==> src/rtl/pu_array_sequencer_if.sv <==
// Control/stream bundle between the img2col PU array sequencer and its neighbours.
// slave = sequencer side, master = environment (input buffer, PU array, job control).
interface pu_array_sequencer_if #(
    parameter int data_width  = 16,
    parameter int address_num = 5,
    parameter int pu_num      = 5
);
    logic                   cfg_start;
    logic [5:0]             cfg_rounds;
    logic                   s_valid;
    logic [data_width-1:0]  s_data;
    logic                   s_ready;
    logic [data_width-1:0]  pu_new1;
    logic [pu_num-1:0]      pu_wr_g;
    logic [address_num-1:0] pu_adrs_in1;
    logic [address_num-1:0] pu_adrs_in2;
    logic                   pu_start;
    logic [5:0]             pu_round;
    logic                   pu_act;
    logic                   pu_neighbour_flag;
    logic [pu_num-1:0]      pu_t_flag;
    logic                   busy;
    logic                   done;

    modport slave (
        input  cfg_start, cfg_rounds, s_valid, s_data, pu_t_flag,
        output s_ready, pu_new1, pu_wr_g, pu_adrs_in1, pu_adrs_in2, pu_start,
               pu_round, pu_act, pu_neighbour_flag, busy, done
    );

    modport master (
        output cfg_start, cfg_rounds, s_valid, s_data, pu_t_flag,
        input  s_ready, pu_new1, pu_wr_g, pu_adrs_in1, pu_adrs_in2, pu_start,
               pu_round, pu_act, pu_neighbour_flag, busy, done
    );
endinterface

==> src/rtl/pu_array_sequencer.sv <==
// Scatters streamed pixels into the PU regfiles, fires the array once per round, collects completion.
// Latency: regfile write is combinational on the accepting cycle; FIRE follows the last word by one cycle.
// Backpressure: s_ready is high only in LOAD; the source holds s_data in every other state.
module pu_array_sequencer #(
    parameter int data_width  = 16,
    parameter int address_num = 5,
    parameter int pu_num      = 5,
    parameter int ksize       = 5
) (
    input  logic clk,
    input  logic rst,
    pu_array_sequencer_if.slave bus
);
    localparam int idx_width = (pu_num > 1) ? $clog2(pu_num) : 1;
    localparam logic [address_num-1:0] last_addr = address_num'(ksize - 1);
    localparam logic [idx_width-1:0]   last_idx  = idx_width'(pu_num - 1);
    localparam logic [pu_num-1:0]      all_done  = '1;
    localparam logic [pu_num-1:0]      pu0_sel   = pu_num'(1);

    typedef enum logic [2:0] {
        IDLE = 3'd0,
        LOAD = 3'd1,
        FIRE = 3'd2,
        WAIT = 3'd3,
        NEXT = 3'd4,
        DONE = 3'd5
    } state_t;

    state_t                 state;
    state_t                 state_nxt;
    logic [5:0]             round;
    logic [5:0]             rounds_q;
    logic [idx_width-1:0]   pu_idx;
    logic [address_num-1:0] addr;
    logic [pu_num-1:0]      sticky;
    logic [pu_num-1:0]      sticky_nxt;
    logic                   accept;
    logic                   last_word;
    logic                   job_last;

    assign accept     = (state == LOAD) && bus.s_valid;
    // Round 0 fills a whole kernel column per PU; later rounds add only the bottom word.
    assign last_word  = (pu_idx == last_idx) && ((round != 6'd0) || (addr == last_addr));
    assign sticky_nxt = sticky | bus.pu_t_flag;
    assign job_last   = (round == (rounds_q - 6'd1));

    always_ff @(posedge clk or posedge rst) begin
        if (rst) begin
            state <= IDLE;
        end else begin
            state <= state_nxt;
        end
    end

    always_comb begin
        state_nxt = state;
        case (state)
            IDLE: if (bus.cfg_start) state_nxt = LOAD;
            LOAD: if (accept && last_word) state_nxt = FIRE;
            FIRE: state_nxt = WAIT;
            WAIT: if (sticky_nxt == all_done) state_nxt = NEXT;
            NEXT: state_nxt = job_last ? DONE : LOAD;
            DONE: state_nxt = IDLE;
            default: state_nxt = IDLE;
        endcase
    end

    always_ff @(posedge clk or posedge rst) begin
        if (rst) begin
            round    <= 6'd0;
            rounds_q <= 6'd0;
            pu_idx   <= '0;
            addr     <= '0;
            sticky   <= '0;
        end else begin
            case (state)
                IDLE: begin
                    if (bus.cfg_start) begin
                        rounds_q <= (bus.cfg_rounds == 6'd0) ? 6'd1 : bus.cfg_rounds;
                    end
                end
                LOAD: begin
                    if (accept) begin
                        if (last_word) begin
                            pu_idx <= '0;
                            addr   <= '0;
                        end else if (round != 6'd0) begin
                            pu_idx <= pu_idx + 1'b1;
                        end else if (addr == last_addr) begin
                            addr   <= '0;
                            pu_idx <= pu_idx + 1'b1;
                        end else begin
                            addr <= addr + 1'b1;
                        end
                    end
                end
                // Flags seen during FIRE belong to no round yet; the clear discards them.
                FIRE: sticky <= '0;
                WAIT: sticky <= sticky_nxt;
                NEXT: round  <= job_last ? 6'd0 : (round + 6'd1);
                default: ;
            endcase
        end
    end

    always_comb begin
        bus.s_ready           = 1'b0;
        bus.pu_new1           = '0;
        bus.pu_wr_g           = '0;
        bus.pu_adrs_in1       = '0;
        bus.pu_adrs_in2       = last_addr;
        bus.pu_start          = 1'b0;
        bus.pu_round          = round;
        bus.pu_act            = (state != IDLE);
        bus.pu_neighbour_flag = 1'b0;
        bus.busy              = (state != IDLE);
        bus.done              = (state == DONE);
        if (state == LOAD) begin
            bus.s_ready = 1'b1;
        end
        if (accept) begin
            bus.pu_new1     = bus.s_data;
            bus.pu_wr_g     = pu0_sel << pu_idx;
            bus.pu_adrs_in1 = (round == 6'd0) ? addr : last_addr;
        end
        if (state == FIRE) begin
            bus.pu_start          = 1'b1;
            bus.pu_neighbour_flag = (round != 6'd0);
        end
    end
endmodule
==> src/flat_wrapper.sv <==
// flat-port wrapper written by rule: the top's interface ports become plain ports
module pu_array_sequencer_flat 
#(
    parameter int data_width  = 16,
    parameter int address_num = 5,
    parameter int pu_num      = 5,
    parameter int ksize       = 5
)
  (clk, rst, bus_cfg_start, bus_cfg_rounds, bus_s_valid, bus_s_data, bus_pu_t_flag, bus_s_ready, bus_pu_new1, bus_pu_wr_g, bus_pu_adrs_in1, bus_pu_adrs_in2, bus_pu_start, bus_pu_round, bus_pu_act, bus_pu_neighbour_flag, bus_busy, bus_done);
  pu_array_sequencer_if #(.data_width(data_width), .address_num(address_num), .pu_num(pu_num)) bus_i ();
  input  logic clk;
  input  logic rst;
  input wire logic [$bits(bus_i.cfg_start)-1:0] bus_cfg_start;
  input wire logic [$bits(bus_i.cfg_rounds)-1:0] bus_cfg_rounds;
  input wire logic [$bits(bus_i.s_valid)-1:0] bus_s_valid;
  input wire logic [$bits(bus_i.s_data)-1:0] bus_s_data;
  input wire logic [$bits(bus_i.pu_t_flag)-1:0] bus_pu_t_flag;
  output wire logic [$bits(bus_i.s_ready)-1:0] bus_s_ready;
  output wire logic [$bits(bus_i.pu_new1)-1:0] bus_pu_new1;
  output wire logic [$bits(bus_i.pu_wr_g)-1:0] bus_pu_wr_g;
  output wire logic [$bits(bus_i.pu_adrs_in1)-1:0] bus_pu_adrs_in1;
  output wire logic [$bits(bus_i.pu_adrs_in2)-1:0] bus_pu_adrs_in2;
  output wire logic [$bits(bus_i.pu_start)-1:0] bus_pu_start;
  output wire logic [$bits(bus_i.pu_round)-1:0] bus_pu_round;
  output wire logic [$bits(bus_i.pu_act)-1:0] bus_pu_act;
  output wire logic [$bits(bus_i.pu_neighbour_flag)-1:0] bus_pu_neighbour_flag;
  output wire logic [$bits(bus_i.busy)-1:0] bus_busy;
  output wire logic [$bits(bus_i.done)-1:0] bus_done;
  assign bus_i.cfg_start = bus_cfg_start;
  assign bus_i.cfg_rounds = bus_cfg_rounds;
  assign bus_i.s_valid = bus_s_valid;
  assign bus_i.s_data = bus_s_data;
  assign bus_i.pu_t_flag = bus_pu_t_flag;
  assign bus_s_ready = bus_i.s_ready;
  assign bus_pu_new1 = bus_i.pu_new1;
  assign bus_pu_wr_g = bus_i.pu_wr_g;
  assign bus_pu_adrs_in1 = bus_i.pu_adrs_in1;
  assign bus_pu_adrs_in2 = bus_i.pu_adrs_in2;
  assign bus_pu_start = bus_i.pu_start;
  assign bus_pu_round = bus_i.pu_round;
  assign bus_pu_act = bus_i.pu_act;
  assign bus_pu_neighbour_flag = bus_i.pu_neighbour_flag;
  assign bus_busy = bus_i.busy;
  assign bus_done = bus_i.done;
  pu_array_sequencer #(.data_width(data_width), .address_num(address_num), .pu_num(pu_num), .ksize(ksize)) u_core (.clk(clk), .rst(rst), .bus(bus_i));
endmodule
==> config.mk <==
export PLATFORM = sky130hd
export DESIGN_NAME = pu_array_sequencer_flat
export DESIGN_NICKNAME = d
export VERILOG_FILES = /design/src/rtl/pu_array_sequencer_if.sv /design/src/rtl/pu_array_sequencer.sv /design/src/flat_wrapper.sv
export SDC_FILE = /design/constraint.sdc
export NUM_CORES = 1
export LEC_CHECK = 0
export BUFFER_PORTS_ARGS = -buffer_cell sky130_fd_sc_hd__buf_4
export CORE_MARGIN = 3
export CORE_UTILIZATION = 49
export DETAILED_ROUTE_END_ITERATION = 16
export PLACE_DENSITY = 0.88
export SLEW_MARGIN = 10
export SYNTH_ARGS = -nofsm -noshare
export SYNTH_HDL_FRONTEND = slang
export SYNTH_SLANG_ARGS = --single-unit
==> constraint.sdc <==
create_clock -name clk -period 2.45 [get_ports clk]
set_input_delay 0.245 -clock clk [delete_from_list [all_inputs] [get_ports clk]]
set_output_delay 0.245 -clock clk [all_outputs]
set_load 0.01 [all_outputs]
==> out/results.tsv <==
metric	value	unit
status	finished, final reports clean	
remaining routing DRC violations	0	
asr flop ratio synth	1.00	
critical-path cell with the highest stage delay	sky130_fd_sc_hd__or4_4	
switching power of the nets	869	uW
share of synthesized cell area in and, or, nand and nor gates	0.273	
number of DRC markers in iteration 0	88	
clock insertion delay at the later pin of the skew report	0.27	ns
startpoint types	register	
number of clock sinks	28	
top layer used by detailed routing	met4	
register bit count reported by yosys	28	
fraction of power consumed by combinational cells	0.505	
post-placement setup slack	0.438	ns
number of H-tree branching levels	1	
final period demand of the worst path	2.20	ns
clock root cell	sky130_fd_sc_hd__clkbuf_8	
DRT met1 WL	1.93	mm
post-synthesis to final-layout area growth	27.8	%
hold buffers post-CTS	0	
total of cells resized after clock tree synthesis	0	
P_int	1260	uW
reg2reg path depth	7	
vias in the first global route	1583	
most instantiated library cell after synthesis	sky130_fd_sc_hd__dfrtp_1	
filler cell count in the final layout	337	
worst-path fanout max	7	
Die X-Extent	68.9	um
part of the cycle the worst path needs	0.898	
Post-Route Setup TNS	0	ns
sequential area share after synthesis	0.361	
crit end category	primary output	
CTS max path bufs	2	
nets	324	
share of post-route cells with drive strength above 1	0.319	
largest net degree at the start of global routing	29	
met3 layer wire length in the routed design	180	um
setup fix buffers added after clock tree synthesis	0	
worst reg2reg setup slack	0.38	ns
R2R Path End	u_core.addr[4]	
Req. time, crit path	2.20	ns
final wirelength	4.68	mm
yosys synthesis warning count	0	
floorplan core area	3740	sq um
final antenna-violating net count	0	
Via density	5.34	
global-route wire length before repair	7.41	mm
Via Count	1763	
critical path arrival	1.96	ns
HP Class	in2async	
setup slack of the critical path after layout	0.250	ns
router iterations before antenna repair	5	
WP buf/inv	2	
number of hold violations in the final report	0	
Max stage delay on crit path	0.49	ns
Post-synth EDFFs	0	
reg-to-reg startpoint	u_core.state[2]	
adder-cell area share of the yosys netlist	0.0645	
timing-limited maximum frequency	455	MHz
multiplexer share of the synthesized area	0.0232	
Detail Route met2 WL	2.52	mm
mean cell area of the mapped netlist	8.74	sq um
# diodes	0	
post-detail-place hpwl	3.70	mm
TritonCTS clock tree	done	
std cell rows	22	
worst voltage drop across the vdd grid	0.656	mV
Clock transition at path regs	0.10	ns
combinational family with the most area after synthesis	simple AND/OR/NAND/NOR gates	
share of Yosys cell area claimed by the top area cell type	0.361	
Port-buffer cells	68	
top post-synthesis cells by count	sky130_fd_sc_hd__dfrtp_1 (28), sky130_fd_sc_hd__and3_1 (24), sky130_fd_sc_hd__nand2_1 (21)	
Crit Path Class	reg2out	
total die area	4750	sq um
number of setup violations in the final report	0	
register share of total power	0.362	
synthesized netlist cell count	222	
final estimated routing congestion in global placement	0.826	
Setup Skew	0.00714	ns
list of cells traversed by the critical path	inv_1, ha_1, nand2b_4, or4_4, nor3_1, buf_4	
setup repair after global routing missed its margin	no	
initial standard-cell utilization of the core	0.518	
Slew Viols, Final	0	
xor/xnor share of the synthesized area	0.0316	
global-route usage over all layers	0.206	
count of max-cap constraint violations	0	
Distinct cells, synth	48	
synth top area cells	sky130_fd_sc_hd__dfrtp_1 (36%), sky130_fd_sc_hd__and3_1 (7.7%), sky130_fd_sc_hd__ha_1 (6.4%)	
Leak	0.00128	uW
total clock buffers created by CTS	3	
fraction of power consumed by the clock network	0.133	
fraction of power spent switching nets	0.408	
top_reg_cell synth	sky130_fd_sc_hd__dfrtp_1	
number of antenna violations at the first check in global routing	0	
cell family with the largest share of critical-path delay	simple AND/OR/NAND/NOR gates	
Cell Pwr Density	859	nW/um^2
synthesized-area fraction occupied by ao, oa, aoi and oai cells	0.162	
global route overflow	0	
die height	68.9	um
total I/O pin count	74	
Worst Hold Margin	0.0325	ns
Netlist Area Pre-Place	1940	sq um
dominant cell type by area after synthesis	sky130_fd_sc_hd__dfrtp_1	
WL/cell	14.2	um
## cell type report
class / instances / area (sq um) / area share
Tap cell: 48 / 60.1 / 0.0242
Inverter: 14 / 52.6 / 0.0212
Sequential cell: 28 / 701 / 0.283
Multi-Input combinational cell: 167 / 1090 / 0.441
Clock buffer: 4 / 55.1 / 0.0222
Timing Repair Buffer: 69 / 518 / 0.209
## flip-flops by register name, summed over array words and instances (netlist names)
| name | count |
|---|---|
| u_core.pu_idx | 3 |
| u_core.bus.pu_round | 6 |
| u_core.rounds_q | 6 |
| u_core.addr | 5 |
| u_core.sticky | 5 |
| u_core.state | 3 |
## worst max path at each step
| stage | start | to | slack (ns) | cells past startpoint |
|---|---|---|---|---|
| floorplan | u_core.bus.pu_round[0] | bus_pu_adrs_in1[0] | 0.56 | 6 |
| finish | u_core.bus.pu_round[0] | bus_pu_adrs_in1[1] | 0.25 | 6 |
| global route | u_core.bus.pu_round[0] | bus_pu_adrs_in1[1] | 0.11 | 6 |
| detailed placement | u_core.state[2] | u_core.addr[4] | 0.44 | 7 |
| CTS | u_core.bus.pu_round[0] | bus_pu_adrs_in1[1] | 0.24 | 6 |
| global placement | u_core.state[2] | u_core.addr[4] | 0.57 | 7 |
## power groups by stage
stage	logic (uW)	registers (uW)	clock network (uW)
6_report	1080	772	283
5_1_grt	1190	794	314
4_1_cts	1090	769	293
3_5_place_dp	1080	779	0
3_3_place_gp	1050	768	0
2_1_floorplan	754	733	0
## cell usage in the layout (no fill, tap or decap), types with 5 or more instances in the layout
cell type                 count
sky130_fd_sc_hd__a21oi_1     10
sky130_fd_sc_hd__and3_1      24
sky130_fd_sc_hd__buf_4       69
sky130_fd_sc_hd__conb_1       5
sky130_fd_sc_hd__dfrtp_1     28
sky130_fd_sc_hd__ha_1        10
sky130_fd_sc_hd__inv_1       13
sky130_fd_sc_hd__nand2_1     21
sky130_fd_sc_hd__nor2_1      16
sky130_fd_sc_hd__nor3_1       9
sky130_fd_sc_hd__o21ai_0     12
sky130_fd_sc_hd__xor2_1       5
## cells by family after synthesis
kind of cell / Yosys count
flops: 28
other cells: 2
buf+inv: 30
fa+ha+maj: 10
simple gates: 96
compound gates: 45
xor+xnor: 7
mux: 4
## worst min-delay path, delay by kind of cell
| kind | cells | cell delay [ns] |
|---|---|---|
| buffers and inverters | 3 | 0.48 |
## routing by layer
metal,track usage,vias to the layer above
met2,0.365,45
met1,0.256,829
li1,-,881
met5,0,-
met4,0.0414,0
met3,0.0438,8
## per-stage QoR
step            util  std cells  cell area [sq um]  total power, uW
2_1_floorplan      -        225               1950             1490
3_3_place_gp   0.648        326               2420             1820
3_5_place_dp   0.648        326               2420             1860
4_1_cts        0.662        330               2480             2150
5_1_grt        0.662        330               2480             2300
6_report       0.662        330               2480             2130
No activity file was read; power rests on OpenSTA's default activity.
